[config.mk]
export PLATFORM = sky130hd
export DESIGN_NAME = glitch_filter_mc
export DESIGN_NICKNAME = d
export VERILOG_FILES = /design/src/rtl/glitch_filter_pkg.sv /design/src/rtl/glitch_filter_chan.sv /design/src/rtl/glitch_filter_mc.sv
export SDC_FILE = /design/constraint.sdc
export NUM_CORES = 1
export LEC_CHECK = 0
export CORE_MARGIN = 2
export CORE_UTILIZATION = 30
export DETAILED_ROUTE_END_ITERATION = 7
export PLACE_DENSITY_LB_ADDON = 0.3
export SKIP_LAST_GASP = 1
export SLEW_MARGIN = 20
export SYNTH_ARGS = -nofsm -noshare
export SYNTH_HDL_FRONTEND = slang
export SYNTH_SLANG_ARGS = --single-unit
[constraint.sdc]
create_clock -name clock -period 1.2 [get_ports clock]
set_input_delay 0.36 -clock clock [delete_from_list [all_inputs] [get_ports clock]]
set_output_delay 0.36 -clock clock [all_outputs]
set_load 0.005 [all_outputs]
[src/rtl/glitch_filter_pkg.sv]
// Shared constants and helpers for the multi-channel glitch filter.
// Optional input synchroniser is selected with GLITCH_FILTER_SYNC_EN.
package glitch_filter_pkg;

  localparam int DEF_CHANNELS  = 4;
  localparam int DEF_DEPTH     = 3;
  localparam int DEF_PRESCALE  = 1;
  localparam bit DEF_RESET_VAL = 1'b0;

  // Minimum width of 1 so that depth/prescale values of 1 still get a real register.
  function automatic int clog2(input int value);
    int w;
    w = 1;
    while ((1 << w) < value) w++;
    return w;
  endfunction

  localparam int CNT_W  = clog2(DEF_DEPTH);
  localparam int PCNT_W = clog2(DEF_PRESCALE);

endpackage

[src/rtl/glitch_filter_chan.sv]
// One filter channel: optional 2-flop synchroniser (GLITCH_FILTER_SYNC_EN),
// disagreement counter, filtered level and registered edge pulses.
module glitch_filter_chan
  import glitch_filter_pkg::*;
#(
  parameter int DEPTH     = DEF_DEPTH,
  parameter bit RESET_VAL = DEF_RESET_VAL
) (
  input  logic clock,
  input  logic reset,
  input  logic tick_i,
  input  logic sig_i,
  output logic sig_o,
  output logic rise_o,
  output logic fall_o
);

  localparam int CNT_WIDTH = clog2(DEPTH);
  localparam logic [CNT_WIDTH-1:0] CNT_LAST = CNT_WIDTH'(DEPTH - 1);

  logic                 sample;
  logic [CNT_WIDTH-1:0] cnt_q, cnt_d;
  logic                 out_q, out_d;
  logic                 rise_q, rise_d;
  logic                 fall_q, fall_d;

`ifdef GLITCH_FILTER_SYNC_EN
  logic meta_q, sync_q;

  // Synchroniser runs every cycle so it keeps tracking the pad while sampling is disabled.
  always_ff @(posedge clock or negedge reset) begin
    if (!reset) begin
      meta_q <= RESET_VAL;
      sync_q <= RESET_VAL;
    end else begin
      meta_q <= sig_i;
      sync_q <= meta_q;
    end
  end

  assign sample = sync_q;
`else
  assign sample = sig_i;
`endif

  // Any agreeing tick throws away progress, so only an unbroken run can flip the output.
  always_comb begin
    cnt_d  = cnt_q;
    out_d  = out_q;
    rise_d = 1'b0;
    fall_d = 1'b0;
    if (tick_i) begin
      if (sample == out_q) begin
        cnt_d = '0;
      end else if (cnt_q == CNT_LAST) begin
        cnt_d  = '0;
        out_d  = sample;
        rise_d = sample;
        fall_d = ~sample;
      end else begin
        cnt_d = cnt_q + CNT_WIDTH'(1);
      end
    end
  end

  always_ff @(posedge clock or negedge reset) begin
    if (!reset) begin
      cnt_q  <= '0;
      out_q  <= RESET_VAL;
      rise_q <= 1'b0;
      fall_q <= 1'b0;
    end else begin
      cnt_q  <= cnt_d;
      out_q  <= out_d;
      rise_q <= rise_d;
      fall_q <= fall_d;
    end
  end

  assign sig_o  = out_q;
  assign rise_o = rise_q;
  assign fall_o = fall_q;

endmodule

[src/rtl/glitch_filter_mc.sv]
// Multi-channel glitch filter / debouncer with a shared sample-tick prescaler.
// Define GLITCH_FILTER_SYNC_EN to add a 2-flop synchroniser on every input.
module glitch_filter_mc
  import glitch_filter_pkg::*;
#(
  parameter int CHANNELS  = DEF_CHANNELS,
  parameter int DEPTH     = DEF_DEPTH,
  parameter int PRESCALE  = DEF_PRESCALE,
  parameter bit RESET_VAL = DEF_RESET_VAL
) (
  input  logic                clock,
  input  logic                reset,
  input  logic                enable,
  input  logic [CHANNELS-1:0] sig_in,
  output logic [CHANNELS-1:0] sig_out,
  output logic [CHANNELS-1:0] rise,
  output logic [CHANNELS-1:0] fall
);

  localparam int PCNT_WIDTH = clog2(PRESCALE);
  localparam logic [PCNT_WIDTH-1:0] PCNT_LAST = PCNT_WIDTH'(PRESCALE - 1);

  logic [PCNT_WIDTH-1:0] pcnt_q, pcnt_d;
  logic                  tick;

  // With PRESCALE=1 the counter sits at zero and tick simply follows enable.
  assign tick = enable && (pcnt_q == PCNT_LAST);

  always_comb begin
    pcnt_d = pcnt_q;
    if (enable) begin
      pcnt_d = (pcnt_q == PCNT_LAST) ? '0 : pcnt_q + PCNT_WIDTH'(1);
    end
  end

  always_ff @(posedge clock or negedge reset) begin
    if (!reset) begin
      pcnt_q <= '0;
    end else begin
      pcnt_q <= pcnt_d;
    end
  end

  for (genvar g = 0; g < CHANNELS; g++) begin : gChan
    glitch_filter_chan #(
      .DEPTH    (DEPTH),
      .RESET_VAL(RESET_VAL)
    ) uChan (
      .clock (clock),
      .reset (reset),
      .tick_i(tick),
      .sig_i (sig_in[g]),
      .sig_o (sig_out[g]),
      .rise_o(rise[g]),
      .fall_o(fall[g])
    );
  end

endmodule

After elaboration in Yosys (flattened, before gate mapping)
Index checks and enable logic that the tools add are counted.
{"block": "totals", "ff_bits": 21, "mem_count": 0, "rom_bits": 0, "word_cells": 77, "latchBits": 0, "input_bits": 7, "ram_bits": 0, "out_inout_bits": 12}
{"block": "op_classes", "n_shift": 0, "n_reduce_logical": 5, "bitwise_logic": 9, "muxes": 33, "multipliers": 0, "n_lt_le_gt_ge": 0, "addsub": 5, "n_eq_ne": 8, "div_mod_pow": 0}
{"operator": "$mux W1", "n": 25}
{"operator": "$mux W2", "n": 8}
{"operator": "$reduce_and A3 Y1", "n": 4}
{"operator": "$not A1 Y1", "n": 9}
{"operator": "$add A2 B1 Y2 const B", "n": 4}
{"operator": "$eq A2 B2 Y1 const B", "n": 4}
{"operator": "$eq A1 B1 Y1", "n": 4}
{"operator": "$add A1 B1 Y1 const B", "n": 1}
{"operator": "$logic_and A1 B1 Y1", "n": 1}

Depth between registers and ports, before layout
Gate-level depths: netlist of the first run.
{"block": "logic_depth", "depth_word": 4, "ltp_mapped": 4, "mapped_depth_nobuf": 2}

Hierarchy
From an unflattened synthesis of the first run, not the netlist that was laid out.
{"block": "unflattened", "hier_cells": 64, "hier_area_um2": 815.8}
{"mod": "glitch_filter_chan", "area_each_um2": 203.9, "instances": 4, "seq_area_each_um2": 125.1, "cells_per_inst": 16}

Least setup slack after synthesis of the first run
OpenSTA, ideal clock, no wires.
{"block": "synth_path", "path_kind": "input-to-reg", "start": "in enable", "end": "reg gChan[0].uChan.out_q", "arrival_ps": 895, "n_path_buf": 1, "required_time_ps": 1075, "path_stages": 3, "setup_time_ps": 125, "path_slack_ps": 180, "path_cell_list": "buf_6 nand3b_1 mux2_4"}
{"block": "synth_via", "elab_chain_cells": 2}
{"element": "from (decl)", "line": "glitch_filter_mc.sv:13", "rtl": "input logic enable,"}
{"element": "$logic_and A1 B1 Y1", "line": "glitch_filter_mc.sv:27", "rtl": "assign tick = enable && (pcnt_q == PCNT_LAST);"}
{"element": "$reduce_and A3 Y1 (no source line)"}
{"element": "to (signal assigned)", "line": "glitch_filter_chan.sv:74", "rtl": "out_q <= out_d;"}
{"element": "to (decl)", "line": "glitch_filter_chan.sv:23", "rtl": "logic out_q, out_d;"}
No other way between the ends.
A chain may end at the register's enable or synchronous reset.

Worst setup path after layout of the first run
{"block": "layout_path", "start": "reg gChan[0].uChan.out_q", "end": "out sig_out[0]"}
{"element": "to (decl)", "line": "glitch_filter_mc.sv:15", "rtl": "output logic [CHANNELS-1:0] sig_out,"}
No word-level cell between the ends.

==> results of run 1 <==
==> Yosys cell counts <==
cell	number	area [µm²]
buf_4	13	97.6
nor3b_1	8	60.1
buf_6	1	11.3
inv_1	8	30.0
mux2_4	4	60.1
or3b_1	4	35.0
nand3b_1	8	60.1
xnor2_1	4	35.0
dfrtp_1	20	500
o22ai_1	5	31.3
o22ai_2	3	37.5
==> path summary, 6_finish.rpt <==
path,startpoint,endpoint,slack (ns),cells after the start
worst min-delay path,reset,gChan[2].uChan.sig_o,0.39,2
worst max register to register,gChan[1].uChan.cnt_q[0],gChan[1].uChan.sig_o,0.14,2
worst max-delay path,gChan[0].uChan.sig_o,sig_out[0],0.02,1
min in group clock,gChan[3].uChan.sig_o,gChan[3].uChan.rise_o,0.55,2
max in group asynchronous,reset,gChan[2].uChan.fall_o,0.68,2
worst min register to register,gChan[3].uChan.sig_o,gChan[3].uChan.rise_o,0.55,2
==> registers in the layout, indices dropped and copies added (netlist names) <==
name and flops:
gChan.uChan.fall_o 4, gChan.uChan.sig_o 4, gChan.uChan.cnt_q 8, gChan.uChan.rise_o 4
==> placed cells by master, fill, tap and decap left out <==
cell type         n
buf_12            2
buf_2            12
buf_4             8
bufbuf_16         1
clkbuf_4          3
clkbuf_8          1
clkdlybuf4s50_1   5
dfrtp_1          20
dlygate4sd2_1     1
inv_1             8
mux2_4            4
nand3b_1          8
nor3b_1           8
o22ai_1           5
o22ai_2           3
or3b_1            4
xnor2_1           4
==> layer usage <==
metal,GRT usage,wire (µm)
met5,0,0
met1,0.120,703
met4,0.0280,10
met2,0.165,731
met3,0.0384,92
==> final cells by class <==
class / instances / area (µm²) / share of cell area
sequential: 20 / 500 / 0.420
multi-input combinational: 36 / 319 / 0.268
timing repair buffer: 29 / 251 / 0.211
tap: 44 / 55.1 / 0.0462
clock buffer: 4 / 36.3 / 0.0304
inverter: 8 / 30.0 / 0.0252
==> cell families after synthesis <==
group	count (synthesis)
AO/OA/AOI/OAI	8
XOR/XNOR	4
buffers and inverters	22
flip-flops	20
multiplexers	4
AND/OR/NAND/NOR	20
==> where the power goes <==
group	total [µW]	switching (µW)	internal (µW)	leakage [µW]
combinational	862	341	521	0.000275
sequential	984	125	859	0.000265
clock	375	191	185	0.0000210
==> repair_timing <==
action / CTS / global route
endpoints found under the hold margin: 0 / 0
cloned: 1 / 0
pin swaps: 0 / 0
endpoints found under the setup margin: 24 / 3
gates resized for setup: 48 / 0
==> per-stage QoR <==
stage / total power [µW] / hold WS, ns
global placement: 1890 / 0.537
detailed placement: 1930 / 0.539
global route: 2380 / 0.394
CTS: 2260 / 0.379
finish: 2220 / 0.391
floorplan: 1610 / 0.0644
==> metrics.md, run 1 <==
| Metric | Value |
|---|---|
| Status | `completed` |
| CP Class | `flop to primary output` |
| Num CTS Buffers | `3` |
| DRT Pass-1 Iters | `3` |
| CTS clk-pin slew, worst paths | `0.10 ns` |
| Startpoint Class | `flop` |
| Antenna violations before repair | `0` |
| Setup TNS | `0 ns` |
| I/O Buffers | `18` |
| Dpl cell area | `1180 µm²` |
| ANT nets after route | `0` |
| Die area | `3660 µm²` |
| Avg WL per Cell | `10.9 µm` |
| Syn nets | `85` |
| Pre-CTS setup slack | `-0.417 ns` |
| Worst VDD drop | `0.000681 V` |
| Pwr Density | `1860 nW/µm²` |
| Adder-cell share of the synthesized area | `0` |
| Fin. Hold Viols | `0` |
| ANT cells | `0` |
| Vias per inst | `4.23` |
| Crit share post-route | `0.982` |
| Slew @ Worst Pin | `0.275 ns` |
| Minimum clock period | `1.18 ns` |
| Root Driver | `clkbuf_4` |
| Nets@finish | `105` |
| Finished Layout Cells | `141` |
| Max Root-Sink Buffers | `2` |
| Static leakage | `0.000561 µW` |
| Postcts setup bufs | `0` |
| Setup violations, final | `0` |
| Post-synthesis cell count | `78` |
| Placer Congestion | `0.659` |
| CP Buf/Inv Count | `1` |
| Die Width | `60.5 µm` |
| Total clock sinks | `20` |
| CP cell instances | `buf_2` |
| Layout area overhead | `24.4%` |
| Starting Density | `0.314` |
| Syn Area/Cell | `12.3 µm²` |
| Post-Synth Simple-Gate Area | `0.162` |
| Crit end category | `primary output` |
| Iteration-0 DRC Markers | `15` |
| Gr ovfl total | `0` |
| Maximum fanout along the worst path | `2` |
| GRT Overall Usage | `0.0990` |
| CP top delay family | `flip-flops` |
| H-tree levels | `1` |
| CTS tree | `yes` |
| Final core occ | `0.391` |
| Multiplexer area fraction after synthesis | `0.0627` |
| Crit path largest cell delay | `0.40 ns` |
| Maxcap violations | `0` |
| Slew HR | `0.815` |
| Largest family of logic cells by synthesized area | `simple AND/OR/NAND/NOR gates` |
| Req. time, crit path | `0.84 ns` |
| Hold_buf cts | `0` |
| Fmax | `848 MHz` |
| Ys Warns | `0` |
| Post-layout instance area | `1190 µm²` |
| CP max stage cell | `dfrtp_1` |
| # IOs | `19` |
| Vias in the first global route | `568` |
| Placed Instances | `136` |
| Core area | `3050 µm²` |
| Compound-Gate Fraction of Synth Area | `0.0718` |
| DRC | `0` |
| Sequential element share of the synthesized area | `0.522` |
| Worst Hold Class | `primary input to asynchronous set/reset pin` |
| Largest net degree at the start of global routing | `21` |
| Filler cell count | `342` |
| Drt total wl | `1.54 mm` |
| Post-synthesis xor/xnor area fraction | `0.0366` |
| Arr. time, crit path | `0.82 ns` |
| Rows | `20` |
| Detail Placement HPWL | `1.09 mm` |
| Final WS setup | `0.0211 ns` |
| Count of final max-slew check failures | `0` |
| Seq cells post-synth | `20` |
| RSZ-0062 raised after global routing | `true` |
| Die Ht | `60.5 µm` |
| Clock skew | `0.00167 ns` |
| Post-Syn Area | `958 µm²` |
| Routed vias | `597` |
| First-pass GRT wire length | `2.63 mm` |
| Share of layout cells above drive strength 1 | `0.351` |
| Cell variety after synth | `11` |
| Clock Latency Late Sink | `0.29 ns` |
(Power assumes the default switching activity.)
==> inputs of run 2 (changes only) <==
Settings changed: TNS_END_PERCENT set to 100.
==> results of run 2 <==
The final DEF is identical to that of run 1; final timing and power are the same.
